## config.mk

```make
export PLATFORM = sky130hd
export DESIGN_NAME = cargador_programa
export DESIGN_NICKNAME = d
export VERILOG_FILES = /design/src/rtl/cargador_programa.sv
export SDC_FILE = /design/constraint.sdc
export NUM_CORES = 1
export LEC_CHECK = 0
export ABC_AREA = 1
export BUFFER_PORTS_ARGS = -buffer_cell sky130_fd_sc_hd__buf_2
export CELL_PAD_IN_SITES_DETAIL_PLACEMENT = 1
export CELL_PAD_IN_SITES_GLOBAL_PLACEMENT = 2
export CORE_MARGIN = 2
export CORE_UTILIZATION = 38
export DETAILED_ROUTE_END_ITERATION = 7
export PLACE_DENSITY = 0.8
export SETUP_SLACK_MARGIN = 0.4
export SLEW_MARGIN = 20
export SYNTH_ARGS = -nofsm -noshare
export SYNTH_HDL_FRONTEND = slang
export SYNTH_SLANG_ARGS = --single-unit
export TNS_END_PERCENT = 100
```

## constraint.sdc

```tcl
create_clock -name clk_RV -period 10.2 [get_ports clk_RV]
set_clock_uncertainty 0.2 [all_clocks]
set_input_delay 1.02 -clock clk_RV [delete_from_list [all_inputs] [get_ports clk_RV]]
set_output_delay 1.02 -clock clk_RV [all_outputs]
set_load 0.01 [all_outputs]
```

## src/rtl/cargador_programa.sv

```systemverilog
// -----------------------------------------------------------------------------
// cargador_programa
//
// Boot-time program loader and reset sequencer for the rv32i core.
// The loader receives a byte stream on a valid/ready handshake. The stream
// holds a 16-bit word count N (low byte first), then 4*N data bytes, then one
// checksum byte. The checksum is the XOR of all data bytes. The loader packs
// the data bytes little-endian into 32-bit words and writes each word into
// instruction memory. The core stays in reset until a load finishes with a
// correct checksum.
//
// Ports:
//   clk_RV            in   system clock, rising edge
//   reset             in   asynchronous active-high reset
//   iniciar           in   start-load request (ignored while ocupado=1)
//   byte_dato         in   stream byte
//   byte_valido       in   byte_dato is valid
//   byte_listo        out  loader accepts a byte this cycle
//   im_we             out  instruction-memory write enable
//   im_dir            out  instruction-memory word address
//   im_dato           out  instruction-memory write data
//   reset_nucleo      out  core reset, active-high
//   ocupado           out  load in progress
//   error             out  last load failed
//   palabras_cargadas out  words written in the current or last load
// -----------------------------------------------------------------------------
module cargador_programa #(
  parameter int ANCHO_DIR = 8
) (
  input  logic                 clk_RV,
  input  logic                 reset,
  input  logic                 iniciar,
  input  logic [7:0]           byte_dato,
  input  logic                 byte_valido,
  output logic                 byte_listo,
  output logic                 im_we,
  output logic [ANCHO_DIR-1:0] im_dir,
  output logic [31:0]          im_dato,
  output logic                 reset_nucleo,
  output logic                 ocupado,
  output logic                 error,
  output logic [ANCHO_DIR:0]   palabras_cargadas
);

  localparam int CAPACIDAD = 1 << ANCHO_DIR;

  typedef enum logic [2:0] {
    INACTIVO,
    LONG_L,
    LONG_H,
    DATOS,
    ESCRIBIR,
    CHECK,
    LISTO,
    FALLO
  } estado_t;

  estado_t              r_estado;
  logic [7:0]           r_n_bajo;
  logic [15:0]          r_n;
  logic [1:0]           r_carril;
  logic [23:0]          r_palabra;   // lanes 0..2; lane 3 goes straight to im_dato
  logic [7:0]           r_xor;
  logic [ANCHO_DIR:0]   r_palabras;  // doubles as the write word index
  logic                 r_im_we;
  logic [ANCHO_DIR-1:0] r_im_dir;
  logic [31:0]          r_im_dato;
  logic                 r_reset_nucleo;
  logic                 r_ocupado;
  logic                 r_error;

  logic                 w_acepta;
  logic [15:0]          w_n;
  logic                 w_n_ilegal;
  logic                 w_ultima;

  // Ready is a pure decode of the state register, so there is no
  // combinational path from byte_valido back to byte_listo.
  assign byte_listo = (r_estado == LONG_L) || (r_estado == LONG_H) ||
                      (r_estado == DATOS)  || (r_estado == CHECK);

  assign w_acepta   = byte_valido && byte_listo;
  assign w_n        = {byte_dato, r_n_bajo};
  assign w_n_ilegal = (w_n == 16'd0) || (32'(w_n) > CAPACIDAD);
  // True in ESCRIBIR when the word being written is the last one.
  assign w_ultima   = ((32'(r_palabras) + 32'd1) == 32'(r_n));

  always_ff @(posedge clk_RV or posedge reset) begin
    if (reset) begin
      r_estado       <= INACTIVO;
      r_n_bajo       <= '0;
      r_n            <= '0;
      r_carril       <= '0;
      r_palabra      <= '0;
      r_xor          <= '0;
      r_palabras     <= '0;
      r_im_we        <= 1'b0;
      r_im_dir       <= '0;
      r_im_dato      <= '0;
      r_reset_nucleo <= 1'b1;
      r_ocupado      <= 1'b0;
      r_error        <= 1'b0;
    end else begin
      case (r_estado)
        INACTIVO, LISTO, FALLO: begin
          if (iniciar) begin
            r_estado       <= LONG_L;
            r_ocupado      <= 1'b1;
            r_reset_nucleo <= 1'b1;
            r_error        <= 1'b0;
            r_palabras     <= '0;
            r_carril       <= '0;
            r_xor          <= '0;
          end
        end

        LONG_L: begin
          if (w_acepta) begin
            r_n_bajo <= byte_dato;
            r_estado <= LONG_H;
          end
        end

        LONG_H: begin
          if (w_acepta) begin
            r_n <= w_n;
            if (w_n_ilegal) begin
              r_estado  <= FALLO;
              r_ocupado <= 1'b0;
              r_error   <= 1'b1;
            end else begin
              r_estado <= DATOS;
            end
          end
        end

        DATOS: begin
          if (w_acepta) begin
            r_xor    <= r_xor ^ byte_dato;
            r_carril <= r_carril + 2'd1;
            case (r_carril)
              2'd0: r_palabra[7:0]   <= byte_dato;
              2'd1: r_palabra[15:8]  <= byte_dato;
              2'd2: r_palabra[23:16] <= byte_dato;
              default: begin
                // Fourth byte completes the word: present it to memory now
                // so the write happens at the next edge.
                r_im_we   <= 1'b1;
                r_im_dir  <= r_palabras[ANCHO_DIR-1:0];
                r_im_dato <= {byte_dato, r_palabra};
                r_estado  <= ESCRIBIR;
              end
            endcase
          end
        end

        ESCRIBIR: begin
          r_im_we    <= 1'b0;
          r_palabras <= r_palabras + (ANCHO_DIR+1)'(1);
          r_estado   <= w_ultima ? CHECK : DATOS;
        end

        CHECK: begin
          if (w_acepta) begin
            r_ocupado <= 1'b0;
            if (byte_dato == r_xor) begin
              r_estado       <= LISTO;
              r_reset_nucleo <= 1'b0;
              r_error        <= 1'b0;
            end else begin
              r_estado       <= FALLO;
              r_reset_nucleo <= 1'b1;
              r_error        <= 1'b1;
            end
          end
        end

        default: r_estado <= INACTIVO;
      endcase
    end
  end

  assign im_we             = r_im_we;
  assign im_dir            = r_im_dir;
  assign im_dato           = r_im_dato;
  assign reset_nucleo      = r_reset_nucleo;
  assign ocupado           = r_ocupado;
  assign error             = r_error;
  assign palabras_cargadas = r_palabras;

endmodule

```

==> key figures, run 1 <==
Status
  – Status: finished, final reports clean

STA
  – RSZ-0062 raised after global routing: no
  – Slew @ Worst Pin: 0.861 ns
  – Post-route clock period utilization: 25.7%
  – Slew Limit Fails: 0
  – Fin Hold WS: 0.274 ns
  – Final setup viols: 0
  – Achievable frequency: 0.382 GHz
  – Fin crit period: 2.62 ns
  – Worst rel slew slack: 42.5%
  – Total Neg Setup Slack: 0 ns
  – Number of hold violations in the final report: 0

Die
  – Ports: 66
  – Starting Density: 39.0%
  – Row count: 41
  – Die span in y: 118 µm
  – Die Area: 13900 µm²
  – Core area: 12600 µm²
  – Chip width: 118 µm

Placement
  – Hpwl dp: 8220 µm
  – Routability cong.: 0.765
  – Placed inst area: 5400 µm²
  – IO buf count: 65

Critical path
  – CP max FO: 6
  – Crit end category: output port
  – Crit-path cells: nand2_1 > inv_1 > nor2_1 > buf_2
  – Slowest CP cell: dfrtp_1
  – Crit start category: flip-flop
  – Crit path required time: 8.98 ns
  – Crit-path max cell delay: 0.47 ns
  – CP arrival: 1.40 ns
  – Kind of critical path: flip-flop to output port

Final layout
  – Final core occ: 47.2%
  – Area growth from synthesis to layout: 21.1%
  – Fin nets: 611
  – Fraction of layout cells with a size suffix above 1: 20.7%
  – Design Area, Final: 5960 µm²
  – ANT cells: 0

Clocking
  – CTS Hold Bufs: 0
  – Clock sink count: 114
  – H-Tree Depth: 4
  – CTS tree: yes
  – Cts bufs inserted: 17
  – Clock slew seen by the registers of the worst setup and hold paths: 0.05 ns
  – Worst-Skew Late Latency: 0.41 ns
  – CTS resizes: 0
  – CTS root buffer: clkbuf_16
  – CTS Buffer Depth: 2
  – Post-CTS Setup Inserts: 0

Synth
  – Syn Nets: 539
  – Count leader, synth: nand2_1
  – Netlist Area Pre-Place: 4920 µm²
  – Yosys top cell area share: 57.5%
  – Unique masters post-synth: 30
  – Seq/Total Area, Yosys: 58.0%
  – Synth Instances: 522
  – Synthesis warning total: 0
  – Syn avg cell area: 9.42 µm²
  – Yosys top cell by area: dfrtp_1
  – Fraction of registers with async set/reset: 100%
  – Synthesized flop and latch total: 114
  – Main synth FF type: dfrtp_1
  – EDFF count, synth: 0
  – Synth top area cells: dfrtp_1, nand2_1, o21ai_0
  – Commonest cells in the netlist: nand2_1, dfrtp_1, o21ai_0, inv_1, nor2_1

Drt
  – Initial drt markers: 177
  – Routed via count: 3757
  – Drt first pass iters: 4
  – WL final: 11800 µm
  – WL/cell: 15.2 µm
  – Final ANT Viol Nets: 0
  – DRC Markers: 0
  – Via/cell ratio: 4.84

Global routing
  – Largest net degree at the start of global routing: 86
  – Global route overflow: 0
  – Global Route Usage Sum: 18.1%
  – Initial antenna violation count: 0
  – First-pass GRT wire length: 19600 µm
  – Vias in the first global route: 4007

Pwr
  – Leak Pwr: 3.11 nW
  – Pwr Density: 283 nW/µm²
  – Maximum VDD drop: 0.131 mV

Flow run
  – Max-cap violation count: 0

Hold path
  – Worst Hold Class: flip-flop to flip-flop
-- cells in the final DEF, fill, tap and decap left out, types with 2 or more instances in the layout --
cell type  netlist  final
mux2_4           7      7
nand2_4          2      2
ha_1             5      5
xnor2_1          4      4
nand2_1        155    155
nand4_1          6      6
inv_1           49     48
nor3_1           3      3
nand3_1         14     14
bufinv_16        0      2
clkinv_2         0      3
xor2_1           4      4
nand2_2          2      2
mux2_2          17     17
clkbuf_8         0      2
clkbuf_16        0     17
nand3b_1         7      7
o21ai_0         74     74
nor2_1          27     27
o22ai_1          9      9
buf_2            1     65
dfrtp_1        113    113
clkbuf_1         9      4
a21oi_1          3      3
-- layout make-up --
class                   count  area, µm²
clock inverters             6       82.6
inverters                  51        199
well taps                 172        215
multi-input cells         344       1800
repair buffers             66        337
flip-flops and latches    114       2850
clock buffers              23        468
fillers                  1504       6660
-- critical path: cells and delay by family, from the launching register on --
kind | cells | cell delay (ns)
flip-flops | 1 | 0.47
AND/OR/NAND/NOR | 2 | 0.28
buffers and inverters | 2 | 0.24
-- power by group --
group	leakage, nW	switching [W]	internal, W
Clock	0.269	0.000188	0.000366
Sequential	1.51	0.000100	0.000601
Combinational	1.33	0.000267	0.000165
-- kinds of logic (layout without fill, tap and decap cells) --
kind of cell	after synthesis	count (layout)	synth area share, %
compound gates	89	89	9.39
simple gates	218	218	18.5
mux	24	24	6.03
buf+inv	64	146	5.32
flops	114	114	58.0
xor+xnor	8	8	1.42
fa+ha+maj	5	5	1.27
-- metal layers --
metal	vias to the layer above	track usage [%]	wire length [µm]
li1	1834	-	-
met1	1850	23.9	5770
met2	56	28.9	5550
met3	17	4.51	346
met4	0	7.08	157
met5	-	0	0
-- path summary, 6_finish.rpt --
kind,from,endpoint,slack (ns),cells past startpoint
max,r_estado[2]$_DFFE_PP0P_,byte_listo,7.58,4
min,im_dir[5]$_DFFE_PP0P_,im_dir[5]$_DFFE_PP0P_,0.27,2
max reg2reg,r_estado[2]$_DFFE_PP0P_,palabras_cargadas[2]$_DFFE_PP0P_,8.02,7
min reg2reg,im_dir[5]$_DFFE_PP0P_,im_dir[5]$_DFFE_PP0P_,0.27,2
max in group asynchronous,reset,im_dato[0]$_DFFE_PP0P_,8.27,3
min in group asynchronous,reset,im_dato[27]$_DFFE_PP0P_,0.41,2
-- sequential cells by signal, summed over array words and instances, names as in the netlist --
signal / cells
ocupado: 1
im_dato: 32
error: 1
palabras_cargadas: 9
r_n_bajo: 8
r_estado: 3
r_n: 16
r_carril: 2
r_xor: 8
r_palabra: 24
reset_nucleo: 1
im_dir: 8
im_we: 1
-- metrics by stage --
stage	power (W)	setup slack, ns	instances
floorplan	0.000989	5.97	522
global placement	0.00112	7.51	747
detailed placement	0.00115	7.47	747
CTS	0.00171	7.55	776
global route	0.00181	7.47	776
finish	0.00169	7.58	776
No activity file was read; power rests on OpenSTA's default activity.
==> run 2, diff against run 1 <==
--- a/config.mk
+++ b/config.mk
@@ -10,9 +10,9 @@
 export CELL_PAD_IN_SITES_DETAIL_PLACEMENT = 1
 export CELL_PAD_IN_SITES_GLOBAL_PLACEMENT = 2
 export CORE_MARGIN = 2
-export CORE_UTILIZATION = 38
+export CORE_UTILIZATION = 36
 export DETAILED_ROUTE_END_ITERATION = 7
-export PLACE_DENSITY = 0.8
+export PLACE_DENSITY = 0.77
 export SETUP_SLACK_MARGIN = 0.4
 export SLEW_MARGIN = 20
 export SYNTH_ARGS = -nofsm -noshare
==> constraint.sdc (replaced) <==
create_clock -name clk_RV -period 2.6 [get_ports clk_RV]
set_clock_uncertainty 0.2 [all_clocks]
set_input_delay 0.26 -clock clk_RV [delete_from_list [all_inputs] [get_ports clk_RV]]
set_output_delay 0.26 -clock clk_RV [all_outputs]
set_load 0.01 [all_outputs]
==> run 2 against run 1 <==
  * Hold slack worse by 0.27 ns
  * Critical path type is now flip-flop to flip-flop
  * Power increased to 4.2 times the previous value
  * Critical endpoint is now r_estado[1]$_DFFE_PP0P_
  * Largest power group unchanged
  * First-iteration DRC count rose by 25%
  * Routed wire length is 2.9% higher
==> key figures, run 2 (synthesis results as in run 1) <==
Clocking
  – Worst-Skew Late Latency: 0.41 ns (about the same)
  – CTS Buffer Depth: 2 (unchanged)
  – Clock sink count: 114 (unchanged)
  – CTS root buffer: clkbuf_16
  – H-Tree Depth: 4 (unchanged)
  – Clock slew seen by the registers of the worst setup and hold paths: 0.05 ns (about the same)
  – Cts bufs inserted: 17 (unchanged)
  – CTS tree: yes

Final layout
  – Most common cell after layout, fill and taps aside: nand2_1
  – Fraction of layout cells with a size suffix above 1: 22.3% (+1.6 points)
  – Area growth from synthesis to layout: 25.4%
  – ANT cells: 0 (unchanged)
  – Fin nets: 620 (+1.5%)
  – Max reg flops: 32 (unchanged)
  – # fillers: 1564 (+4.0%)
  – Commonest non-fill, non-tap cells in the layout: nand2_1, dfrtp_1, o21ai_0

Hold path
  – Worst Hold Class: input port to flip-flop
  – Hold endpoint: r_xor[0]$_DFFE_PP0P_
  – Worst Hold Launch: byte_dato[0]
  – Hold Path Depth: 3 (+1)

Critical path
  – CP arrival: 2.08 ns (+0.68 ns)
  – R2R Setup Slk: 0.63 ns (-7.39 ns)
  – R2R Path Start: palabras_cargadas[0]$_DFFE_PP0P_
  – Crit end category: flip-flop
  – Crit start category: flip-flop
  – Kind of critical path: flip-flop to flip-flop
  – CP max FO: 5 (-1)
  – Depth of the worst register-to-register path: 14 (+7)
  – Crit path required time: 2.70 ns (-6.28 ns)
  – R2R Path End: r_estado[1]$_DFFE_PP0P_

Pwr
  – Leak Pwr: 3.18 nW (+2.2%)
  – Sequential power share: 39.1% (-2.5 points)
  – Pwr Density: 1140 nW/µm² (+300%)
  – Int Power: 0.00477 W (+320%)
  – Combinational power share: 24.6% (-1.0 points)
  – Clk network pwr share: 36.3% (+3.5 points)
  – Maximum VDD drop: 0.425 mV (+230%)
  – Sw frac: 32.0% (-0.86 points)
  – Net switching power: 0.00225 W (+310%)

Die
  – Ports: 66 (unchanged)
  – Chip width: 121 µm (+2.6%)
  – Starting Density: 37.0% (-2.0 points)
  – Row count: 42 (+2.4%)
  – Die Area: 14600 µm² (+5.4%)
  – Die span in y: 121 µm (+2.6%)
  – Core area: 13300 µm² (+5.4%)

STA
  – Slew Limit Fails: 0 (unchanged)
  – Final setup viols: 0 (unchanged)
  – Achievable frequency: 0.507 GHz
  – Post-route clock period utilization: 75.9%
  – Fin worst setup slack: 0.626 ns (-6.96 ns)
  – RSZ-0062 raised after global routing: yes
  – Slew @ Worst Pin: 0.617 ns (-0.244 ns)
  – Fin crit period: 1.97 ns
  – Total Neg Setup Slack: 0 ns (unchanged)
  – Worst rel slew slack: 58.9% (+16 points)
  – Number of hold violations in the final report: 0 (unchanged)

Placement
  – Routability cong.: 0.753 (-1.5%)
  – IO buf count: 65 (unchanged)
  – Post-Place Worst Slack: 0.469 ns (-7.00 ns)
  – Hpwl dp: 8240 µm (+0.18%)

Global routing
  – Largest net degree at the start of global routing: 115 (+34%)
  – Global route overflow: 0 (unchanged)
  – Global Route Usage Sum: 18.1% (about the same)
  – First-pass GRT wire length: 20300 µm (+3.3%)
  – Vias in the first global route: 4016 (+0.22%)
  – Initial antenna violation count: 0 (unchanged)

Drt
  – Final ANT Viol Nets: 0 (unchanged)
  – Via/cell ratio: 4.81 (-0.56%)
  – Routed via count: 3808 (+1.4%)
  – DRC Markers: 0 (unchanged)
  – Top routing layer in use: met4
  – Metal2 WL: 5760 µm (+3.7%)
  – WL/cell: 15.4 µm (+0.97%)
  – Met3 WL: 380 µm (+9.8%)
  – Initial drt markers: 222 (+25%)
  – WL final: 12200 µm (+2.9%)
  – Drt first pass iters: 4 (unchanged)
  – Met1 WL: 5860 µm (+1.5%)

Flow run
  – Max-cap violation count: 0 (unchanged)

Status
  – Status: finished, final reports clean
[run 2: cell types whose count changed in the layout (fill, tap and decap cells not counted), moves of 2 or more]
cell	previous run	this run
nor2_1	27	24
nor2_2	0	2
bufinv_16	2	5
clkbuf_1	4	2
dlygate4sd3_1	0	5
buf_4	0	4
[run 2: worst max path at each step]
stage | start | to | slack [ns] | cells past startpoint
detailed placement | palabras_cargadas[1]$_DFFE_PP0P_ | r_estado[1]$_DFFE_PP0P_ | 0.47 | 14
CTS | palabras_cargadas[1]$_DFFE_PP0P_ | r_estado[1]$_DFFE_PP0P_ | 0.46 | 14
global route | palabras_cargadas[0]$_DFFE_PP0P_ | r_estado[1]$_DFFE_PP0P_ | 0.38 | 14
global placement | palabras_cargadas[1]$_DFFE_PP0P_ | r_estado[1]$_DFFE_PP0P_ | 0.54 | 14
floorplan | palabras_cargadas[1]$_DFFE_PP0P_ | r_estado[1]$_DFFE_PP0P_ | 0.72 | 14
finish | palabras_cargadas[0]$_DFFE_PP0P_ | r_estado[1]$_DFFE_PP0P_ | 0.63 | 14
[run 2: through the flow]
stage	instances	hold slack (ns)	utilization (%)	total power (W)	instance area, µm²
2_1_floorplan	522	0.245	-	0.00388	4920
3_3_place_gp	754	0.260	40.9	0.00440	5440
3_5_place_dp	754	0.265	40.9	0.00450	5440
4_1_cts	790	0.00291	46.2	0.00709	6140
5_1_grt	791	0.0226	46.4	0.00753	6160
6_report	791	0.00633	46.4	0.00702	6160
[run 2: power groups by stage]
stage	sequential, W	combinational, W	clock [W]
global placement	0.00274	0.00166	0
detailed placement	0.00277	0.00173	0
global route	0.00282	0.00202	0.00269
finish	0.00275	0.00173	0.00254
floorplan	0.00273	0.00115	0
CTS	0.00275	0.00175	0.00259
[run 2: worst max-delay path, stage by stage, from the launching register on]
cell	delay, ns
dfrtp_1	0.40
ha_1	0.19
nand2_1	0.14
nor2_4	0.16
nand2_1	0.06
nand2_1	0.08
nand2_1	0.08
nand2_1	0.07
nand2_1	0.05
nor2_1	0.14
nand3_1	0.10
nand2_1	0.07
nand2_1	0.04
nand2_1	0.05
nand2_1	0.04
[run 2: layout make-up]
class	instances	area (µm²)	area share [%]
multi-input combinational	344	1820	29.6
timing repair buffer	75	425	6.90
tap	176	220	3.57
clock buffer	21	460	7.47
inverter	51	200	3.25
sequential	114	2850	46.3
clock inverter	10	181	2.94
[run 2: layer usage]
metal	global-route usage, %	vias up
li1	-	1850
met3	4.14	15
met1	24.0	1877
met4	6.76	0
met2	29.1	66
met5	0	-
[run 2: timing repair]
item,4_1_cts,5_1_grt
endpoints found under the hold margin,117,0
setup buffers,0,1
hold buffers,5,0
gates resized for setup,0,7
endpoints found under the setup margin,0,9
